===== config.mk =====
export PLATFORM = sky130hd
export DESIGN_NAME = fetch_queue
export DESIGN_NICKNAME = d
export VERILOG_FILES = /design/src/rtl/fetch_queue.sv
export SDC_FILE = /design/constraint.sdc
export NUM_CORES = 1
export LEC_CHECK = 0
export ABC_AREA = 1
export ABC_CLOCK_PERIOD_IN_PS = 8600
export BUFFER_PORTS_ARGS = -buffer_cell sky130_fd_sc_hd__buf_2
export CAP_MARGIN = 20
export CORE_MARGIN = 3
export CORE_UTILIZATION = 64
export DETAILED_ROUTE_END_ITERATION = 10
export PLACE_DENSITY = 0.85
export SYNTH_ARGS = -nofsm -noshare
export SYNTH_HDL_FRONTEND = slang
export SYNTH_SLANG_ARGS = --single-unit

===== constraint.sdc =====
create_clock -name clk -period 8.6 [get_ports clk]
set_clock_uncertainty 0.2 [all_clocks]
set_input_delay 0.86 -clock clk [delete_from_list [all_inputs] [get_ports clk]]
set_output_delay 0.86 -clock clk [all_outputs]
set_load 0.02 [all_outputs]

===== src/rtl/fetch_queue.sv =====
// Instruction prefetch queue: issues in-order memory reads, buffers {pc, instr} pairs, handles redirects.
// Optional performance counters are compiled in with `define FETCH_QUEUE_PERF_EN.
module fetch_queue #(
    parameter int unsigned DEPTH    = 4,
    parameter int unsigned MAX_OUT  = 2,
    parameter logic [31:0] RESET_PC = 32'h0000_0000
) (
    input  logic        clk,
    input  logic        reset,
    input  logic        is_flush,
    input  logic [31:0] branch_target,
    input  logic        is_stall,
    output logic        req_valid,
    output logic [31:0] req_addr,
    input  logic        req_ready,
    input  logic        rsp_valid,
    input  logic [31:0] rsp_data,
    output logic        is_valid,
    output logic [31:0] pc,
    output logic [31:0] instr
`ifdef FETCH_QUEUE_PERF_EN
    ,
    output logic [31:0] stall_cycles,
    output logic [31:0] dropped_cnt
`endif
);

    localparam int unsigned PW = $clog2(DEPTH);
    localparam int unsigned CW = $clog2(DEPTH + 1);

    typedef enum logic [1:0] {
        BOOT,
        FETCH,
        DRAIN
    } state_t;

    state_t        state, state_next;
    logic [31:0]   fetch_pc;
    logic [CW-1:0] count;
    logic [PW-1:0] head, tail;
    logic [31:0]   q_pc    [DEPTH];
    logic [31:0]   q_instr [DEPTH];
    logic [1:0]    inflight;
    logic [1:0]    drop_cnt, drop_next;
    logic [1:0]    pf_rd, pf_wr;
    logic [31:0]   pf_mem  [4];

    logic issue, push, pop, rsp_dec;

    // Issue-PC FIFO holds MAX_OUT entries, which need not be a power of two.
    function automatic logic [1:0] pf_inc(input logic [1:0] p);
        if (32'(p) >= MAX_OUT - 1) return 2'd0;
        return p + 2'd1;
    endfunction

    always_comb begin
        req_valid = (state == FETCH) && !is_flush
                    && ((32'(count) + 32'(inflight)) < DEPTH)
                    && (32'(inflight) < MAX_OUT);
        req_addr  = fetch_pc;
        issue     = req_valid && req_ready;
        push      = (state == FETCH) && rsp_valid && !is_flush;
        pop       = is_valid && !is_stall && !is_flush;
        rsp_dec   = rsp_valid && (inflight != '0);
    end

    always_comb begin
        is_valid = (count != '0);
        pc       = is_valid ? q_pc[head]    : '0;
        instr    = is_valid ? q_instr[head] : '0;
    end

    always_comb begin
        state_next = state;
        drop_next  = drop_cnt;
        unique case (state)
            BOOT:  state_next = FETCH;
            FETCH: state_next = FETCH;
            DRAIN: begin
                if (rsp_valid && (drop_cnt != '0)) drop_next = drop_cnt - 2'd1;
                if (drop_next == '0) state_next = FETCH;
            end
            default: state_next = BOOT;
        endcase
        // A response arriving with the flush is already accounted for, so it is not dropped again.
        if (is_flush) begin
            drop_next  = inflight - 2'(rsp_dec);
            state_next = (drop_next != '0) ? DRAIN : FETCH;
        end
    end

    always_ff @(posedge clk or negedge reset) begin
        if (!reset) begin
            state    <= BOOT;
            fetch_pc <= RESET_PC;
            count    <= '0;
            head     <= '0;
            tail     <= '0;
            inflight <= '0;
            drop_cnt <= '0;
            pf_rd    <= '0;
            pf_wr    <= '0;
        end else begin
            state    <= state_next;
            drop_cnt <= drop_next;
            inflight <= inflight + 2'(issue) - 2'(rsp_dec);
            if (is_flush) begin
                fetch_pc <= {branch_target[31:2], 2'b00};
                count    <= '0;
                head     <= '0;
                tail     <= '0;
                pf_rd    <= pf_wr;
            end else begin
                if (issue) begin
                    fetch_pc <= fetch_pc + 32'd4;
                    pf_wr    <= pf_inc(pf_wr);
                end
                if (push) begin
                    tail  <= tail + 1'b1;
                    pf_rd <= pf_inc(pf_rd);
                end
                if (pop) head <= head + 1'b1;
                if (push && !pop)      count <= count + 1'b1;
                else if (pop && !push) count <= count - 1'b1;
            end
        end
    end

    always_ff @(posedge clk) begin
        if (push) begin
            q_pc[tail]    <= pf_mem[pf_rd];
            q_instr[tail] <= rsp_data;
        end
        if (issue) pf_mem[pf_wr] <= fetch_pc;
    end

`ifdef FETCH_QUEUE_PERF_EN
    logic [31:0] drop_add;
    logic [32:0] drop_sum;

    always_comb begin
        drop_add = '0;
        if (is_flush)                                    drop_add = 32'(count) + 32'(rsp_valid);
        else if ((state == DRAIN) && rsp_valid && (drop_cnt != '0)) drop_add = 32'd1;
        drop_sum = {1'b0, dropped_cnt} + {1'b0, drop_add};
    end

    always_ff @(posedge clk or negedge reset) begin
        if (!reset) begin
            stall_cycles <= '0;
            dropped_cnt  <= '0;
        end else begin
            if (is_valid && is_stall && (stall_cycles != '1))
                stall_cycles <= stall_cycles + 32'd1;
            dropped_cnt <= drop_sum[32] ? '1 : drop_sum[31:0];
        end
    end
`endif

endmodule


# ---- Word-level counts from Yosys, hierarchy flattened
# Memories as Yosys holds them, arrays and structs flattened.
# Cells that the tools add are included.
dict set report word_totals {
  ram_bits 384
  mem_count 3
  output_inout_bits 98
  register_bits 49
}
dict set report op_classes {
  n_lt_le_gt_ge 4
  muxes 35
  bitwise 1
  n_reduce_logical 29
  eq_ne 3
  n_addsub 12
}
# name depth word_bits rd rd_clocked_by_memory_dff wr line
set memory_table {}
lappend memory_table {pf_mem 4 32 1 0 1 46} ;# logic [31:0] pf_mem [4];
lappend memory_table {q_instr 4 32 1 0 1 42} ;# logic [31:0] q_instr [DEPTH];
lappend memory_table {q_pc 4 32 1 0 1 41} ;# logic [31:0] q_pc [DEPTH];
# cell n
set op_table {}
lappend op_table {{$mux W32} 4}
lappend op_table {{$mux W2} 17}
lappend op_table {{$add A32 B3 Y32 const B} 1}
lappend op_table {{$reduce_bool A2 Y1} 7}
lappend op_table {{$logic_and A1 B1 Y1} 12}
lappend op_table {{$mux W1} 10}
lappend op_table {{$mux W3} 3}
lappend op_table {{$add A2 B1 Y2 const B} 4}
lappend op_table {{$reduce_bool A3 Y1} 2}
lappend op_table {{$add A3 B2 Y4} 1}
lappend op_table {{$ge A2 B1 Y1 const B} 2}
lappend op_table {{$logic_not A1 Y1} 4}
lappend op_table {{$logic_not A2 Y1} 2}
lappend op_table {{$lt A4 B3 Y1 const B} 1}
lappend op_table {{$pmux W2 S2} 1}
lappend op_table {{$sub A2 B1 Y2} 2}
lappend op_table {{$add A3 B1 Y3 const B} 1}
lappend op_table {{$ne A3 B3 Y1 const B} 1}
lappend op_table {{$sub A3 B1 Y3 const B} 1}
lappend op_table {{$add A2 B1 Y2} 1}
lappend op_table {{$eq A2 B1 Y1 const B} 1}
lappend op_table {{$eq A2 B2 Y1 const B} 1}
lappend op_table {{$lt A2 B2 Y1 const B} 1}
lappend op_table {{$reduce_and A2 Y1} 1}
lappend op_table {{3 further kinds} 3}

# ---- Logic depth before layout (Yosys ltp)
dict set report logic_depth {
  ltp_word 8
  mapped_depth 10
}

# ---- Worst setup path before layout
# OpenSTA, ideal clock, no wires.
dict set report synth_path {
  path_kind {input to register}
  startpoint {input port rsp_valid}
  endpoint {memory q_instr[0][0] (enable)}
  t_required_ps 7918
  path_buffers 0
  arrival_ps 3837
  slack_ps 4081
  setup_ps 482
  path_stages 4
  cell_sequence {nand3_1 nor2_4 inv_1 nor2_1}
}
dict set report synth_via {
  elab_chain_cells 4
}
# item line
set synth_rtl {}
lappend synth_rtl {{start: declaration} 16} ;# input logic rsp_valid,
lappend synth_rtl {{$logic_and A1 B1 Y1 (2 in a row)} 62} ;# push = (state == FETCH) && rsp_valid && !is_flush;
lappend synth_rtl {{$mux W1} 130} ;# if (push) begin
lappend synth_rtl {{$mux W1 (not written as such)} 132} ;# q_instr[tail] <= rsp_data;
lappend synth_rtl {{end: declaration} 42}
# No other way between the ends.

# ---- Worst setup path after layout
dict set report layout_path {
  startpoint {register head[0]}
  endpoint {output port instr[8]}
}
dict set report layout_via {
  elab_chain_cells 2
}
# item line
set layout_rtl {}
lappend layout_rtl {{start: declaration} 40} ;# logic [PW-1:0] head, tail;
lappend layout_rtl {{start signal: assignment} 122} ;# if (pop) head <= head + 1'b1;
lappend layout_rtl {{$mem_v2 Z4 W32} n/a}
lappend layout_rtl {{$mux W32} 70} ;# instr = is_valid ? q_instr[head] : '0;
lappend layout_rtl {{end: declaration} 20} ;# output logic [31:0] instr
# No other way between the ends.

==> results by group <==
Clock network
  – Buffer depth of the longest clock path: 3
  – Gates resized, CTS repair: 0
  – Clock-pin slew reported for the worst setup and hold paths after clock tree synthesis: 0.06 ns
  – Clock tree from TritonCTS: built
  – TritonCTS buffer count: between 40 and 50
  – H-tree depth reported by CTS: 2
  – Worst-Skew Late Latency: 0.53 ns
  – Hold buffers post-CTS: 0
  – Number of buffers inserted to repair setup after CTS: 0
  – Root Buffer Master: clkbuf_16
  – Clk sink count: 415

Synthesis
  – Synth Instances: roughly 1500
  – Count of synthesis-stage warnings from yosys: 0
  – Average footprint of a synthesized cell: roughly 11 µm²
  – Number of synthesized flops with an enable pin: 368
  – Primary FF master, synth: edfxtp_1
  – FFs w/ async S/R, synth: a little under an eighth
  – Summed instance area of the synthesized netlist: between 15000 and 20000 µm²
  – Proportion of synthesized chip area in sequential cells: 70.5%
  – Flops & latches, synth: about 420
  – Yosys cell types: 38

Detailed routing
  – Via density per instance: 5.94
  – Wire length per cell: 19.2 µm
  – Vias post-DR: 12014
  – DRT Wirelength: 38.8 mm
  – Number of remaining DRC errors: 0
  – Total iterations of the first detailed-routing run: 5
  – Drt initial violations: around 1200
  – Post-DRT Antenna Nets: 0

Worst setup path
  – Worst path required time: roughly 7.5 ns
  – Worst setup SP type: flop
  – Worst-case reg-to-reg path depth: 6
  – Crit end category: output pin
  – Maximum fanout count along the critical path: 116
  – Worst Setup Path Type: flop to output pin
  – Arrival time reported for the critical path endpoint: roughly 3.1 ns

STA
  – Post-route minimum period: 4.11 ns
  – Hold_ws: about 0.23 ns
  – Worst-case headroom to the max-slew limit: 28.9%
  – Number of hold-slack violations in the final timing report: 0
  – Share of the clock period used by the worst path: 47.8%
  – Total negative setup slack: 0 ns
  – Final max-slew violation count: 0
  – Peak clock frequency supported by timing: 0.243 GHz
  – Unrepaired setup endpoints after global routing: false
  – Slew at the pin with the worst max-slew slack: 1.07 ns
  – # setup viols final: 0

GRT
  – Global-route wire length before repair: 60.3 mm
  – Aggregate global routing overflow: 0
  – Antenna violations before repair: 0
  – Pin count of the biggest net entering global routing: 117
  – Total routing usage reported by global routing: 26.2%
  – Vias in the first global route: 11892

Die
  – Chip Width: 171 µm
  – Core outline area: 26400 µm²
  – Initial Util: 65.8%
  – Vertical extent of the die: 171 µm
  – Number of top-level pins: 168
  – Die Area: 29100 µm²
  – Placement Rows: 59

Layout
  – Net count reported at finish: 1744
  – Area growth from synthesis to layout: 12.7%
  – Fraction of layout cells with a size suffix above 1: 15.8%
  – N_diodes: 0

Run status
  – Status: finished clean

Placed design
  – Detail Placement HPWL: 21.6 mm
  – I/O Buffers: approximately 160
  – Routability-driven placement congestion ratio: 0.862

Pwr
  – PD cells: 298 nW/µm²
  – Peak supply drop: around 0.00017 V
  – Total power of the final layout: a little under 6 mW
  – Static Leakage: 7.28 nW

Worst hold path
  – Path class of the lowest-slack min-delay path: input port to asynchronous set/reset pin

Job
  – Number of maximum-capacitance violations: 0
## flip-flops by register name, indices dropped and copies added (netlist names), 3 cells and up
name,count
q_instr,128
q_pc,120
req_addr,30
count,3
pf_mem,120
## power breakdown
part / internal [mW] / total, mW / switching (mW)
Combinational: 0.469 / 1.69 / 1.22
Clock: 0.885 / 1.61 / 0.724
Sequential: 2.41 / 2.53 / 0.123
## Yosys cell counts, types with 2 or more instances
| cell type | count | area share [%] |
|---|---|---|
| dfrtp_1 | 47 | 6.8 |
| inv_2 | 5 | 0.11 |
| nand2_1 | 188 | 4.1 |
| nand3_2 | 2 | 0.12 |
| a21oi_1 | 67 | 1.9 |
| buf_4 | 12 | 0.52 |
| nor2_8 | 2 | 0.23 |
| nor2_4 | 2 | 0.13 |
| xor2_1 | 9 | 0.45 |
| xnor2_1 | 8 | 0.40 |
| nand3b_1 | 4 | 0.17 |
| nor2_2 | 6 | 0.22 |
| nand4_1 | 2 | 0.072 |
| o21bai_1 | 3 | 0.13 |
| buf_6 | 5 | 0.32 |
| clkbuf_1 | 49 | 1.1 |
| nand2_2 | 2 | 0.072 |
| o221ai_1 | 2 | 0.10 |
| inv_1 | 51 | 1.1 |
| o22ai_1 | 31 | 1.1 |
| buf_2 | 13 | 0.38 |
| buf_1 | 2 | 0.043 |
| edfxtp_1 | 368 | 64 |
| ha_1 | 16 | 1.2 |
| nor2_1 | 359 | 7.8 |
| or2_2 | 2 | 0.072 |
| nand3_1 | 58 | 1.7 |
| o21ai_0 | 191 | 5.5 |
## through the flow
| stage | utilization, % | setup slack (ns) | cell area (µm²) | std cells |
|---|---|---|---|---|
| after global routing | 74.1 | 4.35 | 19500 | 2021 |
| after floorplan | - | 4.08 | 17300 | 1519 |
| after CTS | 74.1 | 4.56 | 19500 | 2021 |
| final | 74.1 | 4.49 | 19500 | 2021 |
| after global placement | 69.6 | 4.57 | 18300 | 1949 |
| after detailed placement | 69.6 | 4.53 | 18300 | 1949 |
## cells by family (layout without fill, tap and decap cells)
kind of cell	after synthesis	in the layout	synth area share, %
simple gates	629	629	14.8
mux	1	1	0.0577
xor+xnor	17	17	0.859
fa+ha+maj	17	17	1.27
compound gates	297	297	8.92
flops	415	415	70.5
buf+inv	139	306	3.59
other cells	1	4	0.0216
## worst max-delay path, stage by stage, from the launching register on
cell	delay [ns]
dfrtp_4	0.66
clkinv_2	0.20
buf_4	0.75
o21ai_0	0.30
a21oi_1	0.28
buf_2	0.21
## worst paths after layout
kind                                            end               startpoint  slack [ns]
hold reg to reg             drop_cnt[1]$_DFFE_PN0P_  drop_cnt[1]$_DFFE_PN0P_        0.34
hold / removal             req_addr[21]$_DFFE_PN0P_                    reset        0.23
setup reg to reg            pf_mem[1][27]$_DFFE_PP_    inflight[1]$_DFF_PN0_        5.35
max in group asynchronous       head[0]$_DFFE_PN0P_                    reset        7.51
setup / recovery                           instr[8]      head[0]$_DFFE_PN0P_        4.49
min in group clk            q_instr[1][0]$_DFFE_PP_              rsp_data[0]        0.34
## routing by layer
metal	up-vias	share of wire [%]	routed length, µm	global-route usage, %
met5	-	0	0	0
met2	673	48	18800	43.5
met3	96	9.7	3770	4.62
met1	5708	39	15100	35.2
met4	0	2.9	1120	9.81
li1	5537	-	-	-
## cells in the final DEF, fill, tap and decap left out, drive strengths merged, types with 3 or more instances in the layout
master	n
o21bai	3
a21oi	67
dfrtp	47
inv	58
o21ai	193
ha	16
clkbuf	51
nand3b	4
o22ai	31
xor2	9
nor2	369
edfxtp	368
nand3	60
conb	4
buf	176
nand2	191
xnor2	8
clkinv	19
## cell type report
class                           count  area [µm²]
Clock inverter                     21         139
Inverter                           58         219
Sequential cell                   415       12200
Timing Repair Buffer              176         918
Multi-Input combinational cell    965        4550
Tap cell                          335         419
Clock buffer                       51        1060
Fill cell                        1647        6810
(Power assumes the default switching activity.)
